### src/rtl/audio_pkg.sv
// Shared definitions for the audio output path.
// Contents:
//   NUM_NOTES     - width of the one-hot note bus (C4..B4)
//   NOTE_C4..B4   - note index constants, bit position in the one-hot bus
//   STEP_LUT      - phase increments for a 24-bit accumulator sampled at
//                   100 MHz / 256, round(f * 2^24 / 390625)
//   wave_e        - waveform selector; the unused code 3 plays a square
package audio_pkg;

  localparam int NUM_NOTES = 7;
  localparam int STEP_BITS = 24;

  localparam logic [2:0] NOTE_C4 = 3'd0;
  localparam logic [2:0] NOTE_D4 = 3'd1;
  localparam logic [2:0] NOTE_E4 = 3'd2;
  localparam logic [2:0] NOTE_F4 = 3'd3;
  localparam logic [2:0] NOTE_G4 = 3'd4;
  localparam logic [2:0] NOTE_A4 = 3'd5;
  localparam logic [2:0] NOTE_B4 = 3'd6;

  localparam logic [STEP_BITS-1:0] STEP_LUT [NUM_NOTES] = '{
    24'd11237, 24'd12613, 24'd14157, 24'd14999,
    24'd16836, 24'd18898, 24'd21212
  };

  typedef enum logic [1:0] {
    WAVE_SQUARE = 2'd0,
    WAVE_TRI    = 2'd1,
    WAVE_SAW    = 2'd2
  } wave_e;

endpackage

### src/rtl/pwm_modulator.sv
// 8-bit PWM modulator for the mono audio pin.
// Ports:
//   clk_100mhz  - system clock
//   reset       - synchronous, active-high
//   duty        - compare value for the current period (0 = always low)
//   aud_pwm     - registered PWM output, lags the counter by one cycle
//   sample_tick - registered pulse, high while the counter is 0
//   boundary    - combinational strobe, high in the last cycle of a period
module pwm_modulator #(
  parameter int PWM_BITS = 8
) (
  input  logic                clk_100mhz,
  input  logic                reset,
  input  logic [PWM_BITS-1:0] duty,
  output logic                aud_pwm,
  output logic                sample_tick,
  output logic                boundary
);

  logic [PWM_BITS-1:0] pwm_cnt_q;
  logic                aud_pwm_q;
  logic                sample_tick_q;

  assign boundary = (pwm_cnt_q == {PWM_BITS{1'b1}});

  always_ff @(posedge clk_100mhz) begin
    if (reset) begin
      pwm_cnt_q     <= '0;
      aud_pwm_q     <= 1'b0;
      sample_tick_q <= 1'b0;
    end else begin
      pwm_cnt_q     <= pwm_cnt_q + 1'b1;
      aud_pwm_q     <= (pwm_cnt_q < duty);
      // Registered from the last count, so the pulse coincides with count 0.
      sample_tick_q <= boundary;
    end
  end

  assign aud_pwm     = aud_pwm_q;
  assign sample_tick = sample_tick_q;

endmodule

### src/rtl/note_tone_synth.sv
// Game tone generator: one-hot note -> phase accumulator -> waveform
// shaper -> attenuator -> PWM audio output.
// Ports:
//   clk_100mhz  - system clock, 100 MHz
//   reset       - synchronous, active-high
//   enable      - 1 = play, 0 = silence and amplifier shutdown
//   note_in     - one-hot note, bit0 = C4 .. bit6 = B4 (lowest set bit wins)
//   wave_sel    - 0 square, 1 triangle, 2 sawtooth, 3 square
//   volume      - attenuation as a right shift, 0 = loudest
//   aud_pwm     - PWM audio pin
//   aud_sd      - amplifier enable, one cycle behind enable
//   sample_tick - one-cycle pulse at the start of each PWM period
//   note_idx    - index of the note playing
//   note_valid  - 1 while a note is playing
// note_in, wave_sel, volume and enable only take effect in the last cycle
// of a PWM period and govern the whole following period.
module note_tone_synth #(
  parameter int PWM_BITS  = 8,
  parameter int ACC_BITS  = 24,
  parameter int NUM_NOTES = 7
) (
  input  logic                 clk_100mhz,
  input  logic                 reset,
  input  logic                 enable,
  input  logic [NUM_NOTES-1:0] note_in,
  input  logic [1:0]           wave_sel,
  input  logic [1:0]           volume,
  output logic                 aud_pwm,
  output logic                 aud_sd,
  output logic                 sample_tick,
  output logic [2:0]           note_idx,
  output logic                 note_valid
);
  import audio_pkg::*;

  localparam logic [PWM_BITS:0] MID = (PWM_BITS + 1)'(1) << (PWM_BITS - 1);

  logic                boundary;
  logic [ACC_BITS-1:0] phase_q, phase_d;
  logic [PWM_BITS-1:0] duty_q, duty_d;
  logic [2:0]          note_idx_q, note_idx_d;
  logic                note_valid_q, note_valid_d;
  logic                aud_sd_q;

  logic [2:0]          dec_idx;
  logic                dec_hit;
  logic                silent;
  logic [ACC_BITS-1:0] tone_phase;
  logic [PWM_BITS-1:0] p;
  logic [PWM_BITS-1:0] shape;
  logic signed [PWM_BITS:0] delta, scaled;
  logic [PWM_BITS:0]   duty_wide;

  // Priority decode: scanning downward lets the lowest set bit win.
  always_comb begin
    dec_hit = 1'b0;
    dec_idx = NOTE_C4;
    for (int i = NUM_NOTES - 1; i >= 0; i--) begin
      if (note_in[i]) begin
        dec_hit = 1'b1;
        dec_idx = 3'(i);
      end
    end
  end

  assign silent     = !enable || !dec_hit;
  assign tone_phase = silent ? '0 : phase_q + ACC_BITS'(STEP_LUT[dec_idx]);
  assign p          = tone_phase[ACC_BITS-1 -: PWM_BITS];

  always_comb begin
    case (wave_sel)
      WAVE_TRI: shape = p[PWM_BITS-1] ? ~{p[PWM_BITS-2:0], 1'b0}
                                      :  {p[PWM_BITS-2:0], 1'b0};
      WAVE_SAW: shape = p;
      default:  shape = {PWM_BITS{p[PWM_BITS-1]}};
    endcase
  end

  // Attenuate around mid-scale so quieter settings keep a 50% DC level.
  // The nine-bit sum wraps -MID back to 0, keeping duty inside 0..255.
  assign delta     = $signed({1'b0, shape} - MID);
  assign scaled    = delta >>> volume;
  assign duty_wide = $unsigned(scaled) + MID;

  always_comb begin
    phase_d      = phase_q;
    duty_d       = duty_q;
    note_idx_d   = note_idx_q;
    note_valid_d = note_valid_q;
    if (boundary) begin
      phase_d = tone_phase;
      if (silent) begin
        duty_d       = MID[PWM_BITS-1:0];
        note_valid_d = 1'b0;
      end else begin
        duty_d       = duty_wide[PWM_BITS-1:0];
        note_valid_d = 1'b1;
        note_idx_d   = dec_idx;
      end
    end
  end

  always_ff @(posedge clk_100mhz) begin
    if (reset) begin
      phase_q      <= '0;
      duty_q       <= MID[PWM_BITS-1:0];
      note_idx_q   <= NOTE_C4;
      note_valid_q <= 1'b0;
      aud_sd_q     <= 1'b0;
    end else begin
      phase_q      <= phase_d;
      duty_q       <= duty_d;
      note_idx_q   <= note_idx_d;
      note_valid_q <= note_valid_d;
      aud_sd_q     <= enable;
    end
  end

  pwm_modulator #(
    .PWM_BITS (PWM_BITS)
  ) u_pwm (
    .clk_100mhz  (clk_100mhz),
    .reset       (reset),
    .duty        (duty_q),
    .aud_pwm     (aud_pwm),
    .sample_tick (sample_tick),
    .boundary    (boundary)
  );

  assign aud_sd     = aud_sd_q;
  assign note_idx   = note_idx_q;
  assign note_valid = note_valid_q;

endmodule
### config.mk
export PLATFORM = sky130hd
export DESIGN_NAME = note_tone_synth
export DESIGN_NICKNAME = d
export VERILOG_FILES = /design/src/rtl/audio_pkg.sv /design/src/rtl/pwm_modulator.sv /design/src/rtl/note_tone_synth.sv
export SDC_FILE = /design/constraint.sdc
export NUM_CORES = 1
export LEC_CHECK = 0
export ABC_AREA = 1
export BUFFER_PORTS_ARGS = -buffer_cell sky130_fd_sc_hd__buf_2
export CAP_MARGIN = 30
export CORE_UTILIZATION = 50
export CTS_CLUSTER_SIZE = 12
export DETAILED_ROUTE_END_ITERATION = 16
export GPL_TIMING_DRIVEN = 0
export PLACE_DENSITY_LB_ADDON = 0.3
export SYNTH_ARGS = -nofsm -noshare
export SYNTH_HDL_FRONTEND = slang
export SYNTH_HIERARCHICAL = 1
export SYNTH_SLANG_ARGS = --single-unit
### constraint.sdc
create_clock -name clk_100mhz -period 7.2 [get_ports clk_100mhz]
set_input_delay 0.36 -clock clk_100mhz [delete_from_list [all_inputs] [get_ports clk_100mhz]]
set_output_delay 0.36 -clock clk_100mhz [all_outputs]
set_load 0.01 [all_outputs]
Word level (Yosys, flattened, before mapping)
Memory sizes are Yosys's and may differ from the RTL's.
Index checks and enable logic that the tools add are counted.
- register bits: 47
- latch bits: 0
- RAM bits: 0
- ROM bits: 192
- bits of input ports: 14
- output and inout port bits: 7
- logic and storage cells: 47
- memories: 1
- memories (name ; words ; bits a word ; read ports ; clocked after Yosys merged registers in ; wr ports ; line ; text):
    (name not given) ; 8 ; 24 ; 1 ; 0 ; 0 ; note_tone_synth.sv:67 ; assign tone_phase = silent ? '0 : phase_q + ACC_BITS'(STEP_LUT[dec_idx]);
- add/subtract/negate cells: 4
- $mul: 0
- divide/modulo/power cells: 0
- order comparisons: 2
- equal/unequal tests: 3
- shift operators: 1
- multiplexer cells: 21
- bitwise gates (word level): 3
- reduce and logical (&&, ||, !) cells: 4
- operators by type and width (operator ; count):
    2-to-1 mux 24 bit ; 3
    adder 24 bit ; 1
    2-to-1 mux 3 bit ; 7
    2-to-1 mux 8 bit ; 2
    case mux 8 bit (2 select lines) ; 1
    >>> shifter 9 x 2 -> 8 bit ; 1
    subtractor 8 x 8 -> 9 bit, second input constant ; 1
    adder 8 x 1 -> 8 bit, second input constant ; 1
    adder 8 bit, second input constant ; 1
    == test 8 bit, second input constant ; 1
    less-than comparator 8 bit ; 1
    2-to-1 mux 1 bit ; 8
    inverter 8 bit ; 1
    greater-or-equal comparator 4 bit, second input constant ; 1
    inverter 3 -> 4 bit ; 1
    == test 2 x 1 -> 1 bit, second input constant ; 1
    == test 2 bit, second input constant ; 1
    zero test 1 bit ; 2
    AND reduction 2 bit ; 1
    logical OR 1 bit ; 1
    inverter 1 bit ; 1

Depth between registers and ports, before layout
- depth in word-level cells: 20
- depth in mapped cells: 30
- depth with buffers taken out: 30

Hierarchy
The synthesis kept the hierarchy.
- by module, submodules not included (module ; instances ; cells an instance ; area an instance (sq um) ; sequential area each (sq um)):
    note_tone_synth ; 1 ; 594 ; 3432.0 ; 740.7
    pwm_modulator ; 1 ; 77 ; 573.0 ; 200.2

Worst setup path before layout
Ideal clock, no wire load.
- path type: input -> register
- from: input note_in[0]
- to: register duty_q[0]
- library setup time: 0.135 ns
- data arrival time: 2.842 ns
- data required time: 7.065 ns
- setup slack: 4.223 ns
- stages: 23
- cells stage by stage: nor2_1 -> nand2_1 -> nor2_1 -> inv_1 -> nor2_1 -> nor2_1 -> fa_1 -> nand2_1 -> nand2_1 -> nand3_1 -> nand2_1 -> nand2_1 -> nand2_1 -> nand2_1 -> nand2_1 -> nor2_1 -> nand2_1 -> nand3_1 -> nand2_1 -> nand2_1 -> nand2_1 -> a22oi_1 -> a21oi_1
- word-level cells in the longest chain between the ends: 14
- elaborated cells between the ends (all ways): 17
- RTL lines (what ; line ; text):
    from (decl) ; note_tone_synth.sv:25 ; input logic [NUM_NOTES-1:0] note_in,
    2-to-1 mux 3 bit * ; note_tone_synth.sv:59 ; if (note_in[i]) begin
    net dec_idx[2] ; note_tone_synth.sv:45 ; logic [2:0] dec_idx;
    inverter 3 -> 4 bit (implied by the code) * ; note_tone_synth.sv:67 ;
    memory read (8 x 24 bit) * ; n/a ;
    2-to-1 mux 24 bit (implied by the code) * (2 in series) ; note_tone_synth.sv:67 ;
    adder 24 bit * ; note_tone_synth.sv:67 ;
    2-to-1 mux 24 bit * ; note_tone_synth.sv:67 ;
    inverter 8 bit ; note_tone_synth.sv:72 ; WAVE_TRI: shape = p[PWM_BITS-1] ? ~{p[PWM_BITS-2:0], 1'b0}
    2-to-1 mux 8 bit ; note_tone_synth.sv:72 ;
    case mux 8 bit (2 select lines) * ; note_tone_synth.sv:71 ; case (wave_sel)
    subtractor 8 x 8 -> 9 bit * ; note_tone_synth.sv:81 ; assign delta = $signed({1'b0, shape} - MID);
    >>> shifter 9 x 2 -> 8 bit * ; note_tone_synth.sv:82 ; assign scaled = delta >>> volume;
    adder 8 bit * ; note_tone_synth.sv:83 ; assign duty_wide = $unsigned(scaled) + MID;
    2-to-1 mux 8 bit * ; note_tone_synth.sv:92 ; if (silent) begin
    to (signal assigned) ; note_tone_synth.sv:106 ; duty_q <= MID[PWM_BITS-1:0];
    to (signal assigned) ; note_tone_synth.sv:112 ; duty_q <= duty_d;
    to (decl) ; note_tone_synth.sv:40 ; logic [PWM_BITS-1:0] duty_q, duty_d;
Mark *: on every way through the listed nets, which the timed path passes. The rest lies on a longest branch. The select of a mux whose other input is x is not followed.
A chain may end at the register's enable or synchronous reset.

Final worst setup path
- from: input note_in[0]
- to: register duty_q[4]
The elaborated chain is that of the path after synthesis.

==> results.yml <==
status:
  outcome: "finished clean"
floorplan:
  core-area_um2: 7730
  num_io_pins: 21
  dieArea_um2: 8370
  initial_core_util_pct: 51.8
  rows: 32
  chipWidth_um: 91.5
  die_h_um: 91.5
grt:
  antenna_found_initial: 0
  grt_pass1_vias: 3793
  grt_overflow: 0
  grt_pass1_wl_um: 17200
  track_usage_pct: 25.4
  grt_max_degree: 17
setup_path:
  path_class: "in -> reg"
  cp_common_cell: "nand2_1"
  worst_path_largest_cell_delay_ps: 490
  slowest_stage: "nor2_1"
  timing.rr.end: "duty_q[4]"
  worst-r2r-setup-slack_ps: 4580
  critPathArrivalTime_ps: 3770
  worstRegToRegCells: 18
  crit_path_max_fanout: 9
  path_cells: "buf_2, nor2_1, nand2_1, nor2_1, inv_1, nor2_1, nor2_1, fa_1, nand2_1, nand2_1, nand3_1, nand2_1, nand2_1, nand3_1, nand2_1, nand3_1, o21ai_0, nand2_1, nand2_1, nand2_1, nand2_1, nand3_1, nand2_1, inv_1"
  required_ps: 7420
  r2r-start: "phase_q[0]"
  startpoint_type: "input port"
  endpoint_kind: "register"
timing:
  finalClockSkew_ps: 16.4
  period_share_pct: 49.2
  setup_slack_ps: 3660
  post-route-min-period_ps: 3540
  maxSlewHeadroom_pct: 60.0
  rsz0062_at_grt: "no"
  hold_viol_final: 0
  worst-slew-pin-transition_ps: 598
  fin_setup_tns_ps: 0
  finalSetupViolCount: 0
  drv_slew: 0
  fmaxAchievable_ghz: 0.282
logic_synthesis:
  syn_area_um2: 4010
  async_reset_ff_share_pct: 0
  synthCells: 671
  ys_ff_latch: 47
  synth_edf_count: 0
  ys_seq_area_share_pct: 23.5
  avgSynthCellArea_um2: 5.97
  synth.distinct_cells: 41
  synthFlopType: "dfxtp_1"
  synth_top_area_cell: "dfxtp_1"
  yosys_warnings: 6
  synth.top_cell.area_share_pct: 23.5
  synthTopCellsByArea: "dfxtp_1, nand2_1, inv_1"
  synth_nets: 714
route:
  drt-initial-drc-count: 188
  drt-total-wl_um: 10000
  num_vias: 4122
  viasPerCell: 5.15
  wl_per_cell_um: 12.5
  drc_errors: 0
  ant_nets: 0
  drt_pass1_iterations: 5
layout:
  area_growth_pct: 8.43
  mostFrequentLayoutCell: "nand2_1"
  layout_common_cells: "nand2_1, inv_1, nor2_1"
  nets: 740
  utilization_pct: 56.2
  antennaDiodeCount: 0
  drive_gt1_share_pct: 11.5
clock_tree:
  cts_tree: "yes"
  h-tree-depth: 2
  clock_latency_ps: 310
  post-cts-setup-buffers: 0
  ctsHoldBuffers: 0
  numCtsBuffers: 5
  clock_sinks: 47
  postCtsResizedCells: 0
  clkTransAtPathRegs_ps: 100
  root_buffer: "clkbuf_8"
  clock_path_buffers: 2
placement:
  post-place-ws_ps: 3380
  portBuffers: 19
  place.gp.congestion: 0.943
  hpwl_um: 8080
power_and_ir_drop:
  leakagePower_nw: 2.21
  powerDensity_nw_per_um2: 126
  ir_drop_mv: 0.0931
flow_run:
  cap_violations: 0
worst_hold_path:
  holdPathEnd: "aud_sd"
  hold_start: "enable"
  whs_path_depth: 3
  hold_class: "in -> reg"
-- logic make-up after synthesis --
logic type / share of synthesized area [%]
AND/OR/NAND/NOR: 41.6
buffers and inverters: 11.5
AO/OA/AOI/OAI: 13.3
flip-flops: 23.5
adder cells (fa/ha/maj): 9.25
XOR/XNOR: 0.875
-- per-layer routing --
layer | vias up | GRT usage (%) | routed length, µm | part of all wire [%]
met3 | 17 | 3.85 | 479 | 4.8
met2 | 98 | 42.3 | 4520 | 45
met4 | 0 | 7.28 | 192 | 1.9
met5 | - | 0 | 0 | 0
li1 | 2160 | - | - | -
met1 | 1847 | 33.7 | 4840 | 48
-- cell usage after synthesis, types with 2 or more instances --
| cell type | count |
|---|---|
| clkbuf_1 | 5 |
| nand2_2 | 10 |
| o21ai_0 | 28 |
| xnor2_1 | 3 |
| a22oi_1 | 2 |
| or2_1 | 2 |
| nand3_2 | 9 |
| a21oi_1 | 49 |
| nand2_1 | 227 |
| dfxtp_1 | 47 |
| nand3_1 | 43 |
| a21oi_2 | 6 |
| nor3_2 | 2 |
| nor2_4 | 4 |
| buf_2 | 5 |
| nor2_1 | 62 |
| nand4_1 | 5 |
| o21ai_1 | 3 |
| o21bai_1 | 2 |
| or2_2 | 2 |
| inv_2 | 3 |
| ha_1 | 28 |
| nor2_2 | 5 |
| inv_1 | 102 |
-- worst max-delay path: cells and delay by family --
family / cells / cell delay, ps
adders and majority gates: 1 / 450
AOI/OAI and AO/OA: 1 / 240
buffers and inverters: 3 / 420
and+or+nand+nor: 19 / 2270
-- through the flow --
step	hold WS, ps	total power [mW]	instances	cell area, µm²
after floorplan	427	0.327	671	4010
after global placement	450	0.346	792	4230
after detailed placement	462	0.348	792	4230
after CTS	307	0.553	800	4340
after global routing	313	0.576	800	4340
final	305	0.548	800	4340
-- sequential cells by signal, indices dropped and copies added, names as in the netlist --
signal and count:
phase_q 24, duty_q 8, u_pwm/pwm_cnt_q 8, note_idx 3, aud_sd 1, note_valid 1, u_pwm/aud_pwm 1, u_pwm/sample_tick 1
-- cell type report --
cell class	instances	area, µm²
Fill cell	784	3380
Multi-Input combinational cell	506	2600
Sequential cell	47	941
Inverter	105	394
Tap cell	102	128
Timing Repair Buffer	19	95.1
Clock buffer	5	68.8
Buffer	13	66.3
Clock inverter	3	46.3
-- worst max-delay path by stage --
| stage | depth (start not counted) | startpoint | slack (ps) | to |
|---|---|---|---|---|
| floorplan | 23 | note_in[0] | 4220 | duty_q[0] |
| global placement | 25 | note_in[0] | 3430 | duty_q[4] |
| detailed placement | 26 | note_in[0] | 3380 | duty_q[4] |
| CTS | 26 | note_in[0] | 3710 | duty_q[4] |
| global route | 26 | note_in[0] | 3240 | duty_q[1] |
| finish | 24 | note_in[0] | 3660 | duty_q[4] |
-- power by group --
group          total (mW)  switching (mW)  internal [mW]
registers           0.264         0.00189          0.262
clock network       0.206           0.101          0.105
logic              0.0791          0.0531         0.0260
total               0.548           0.156          0.393
(Power assumes the default switching activity.)
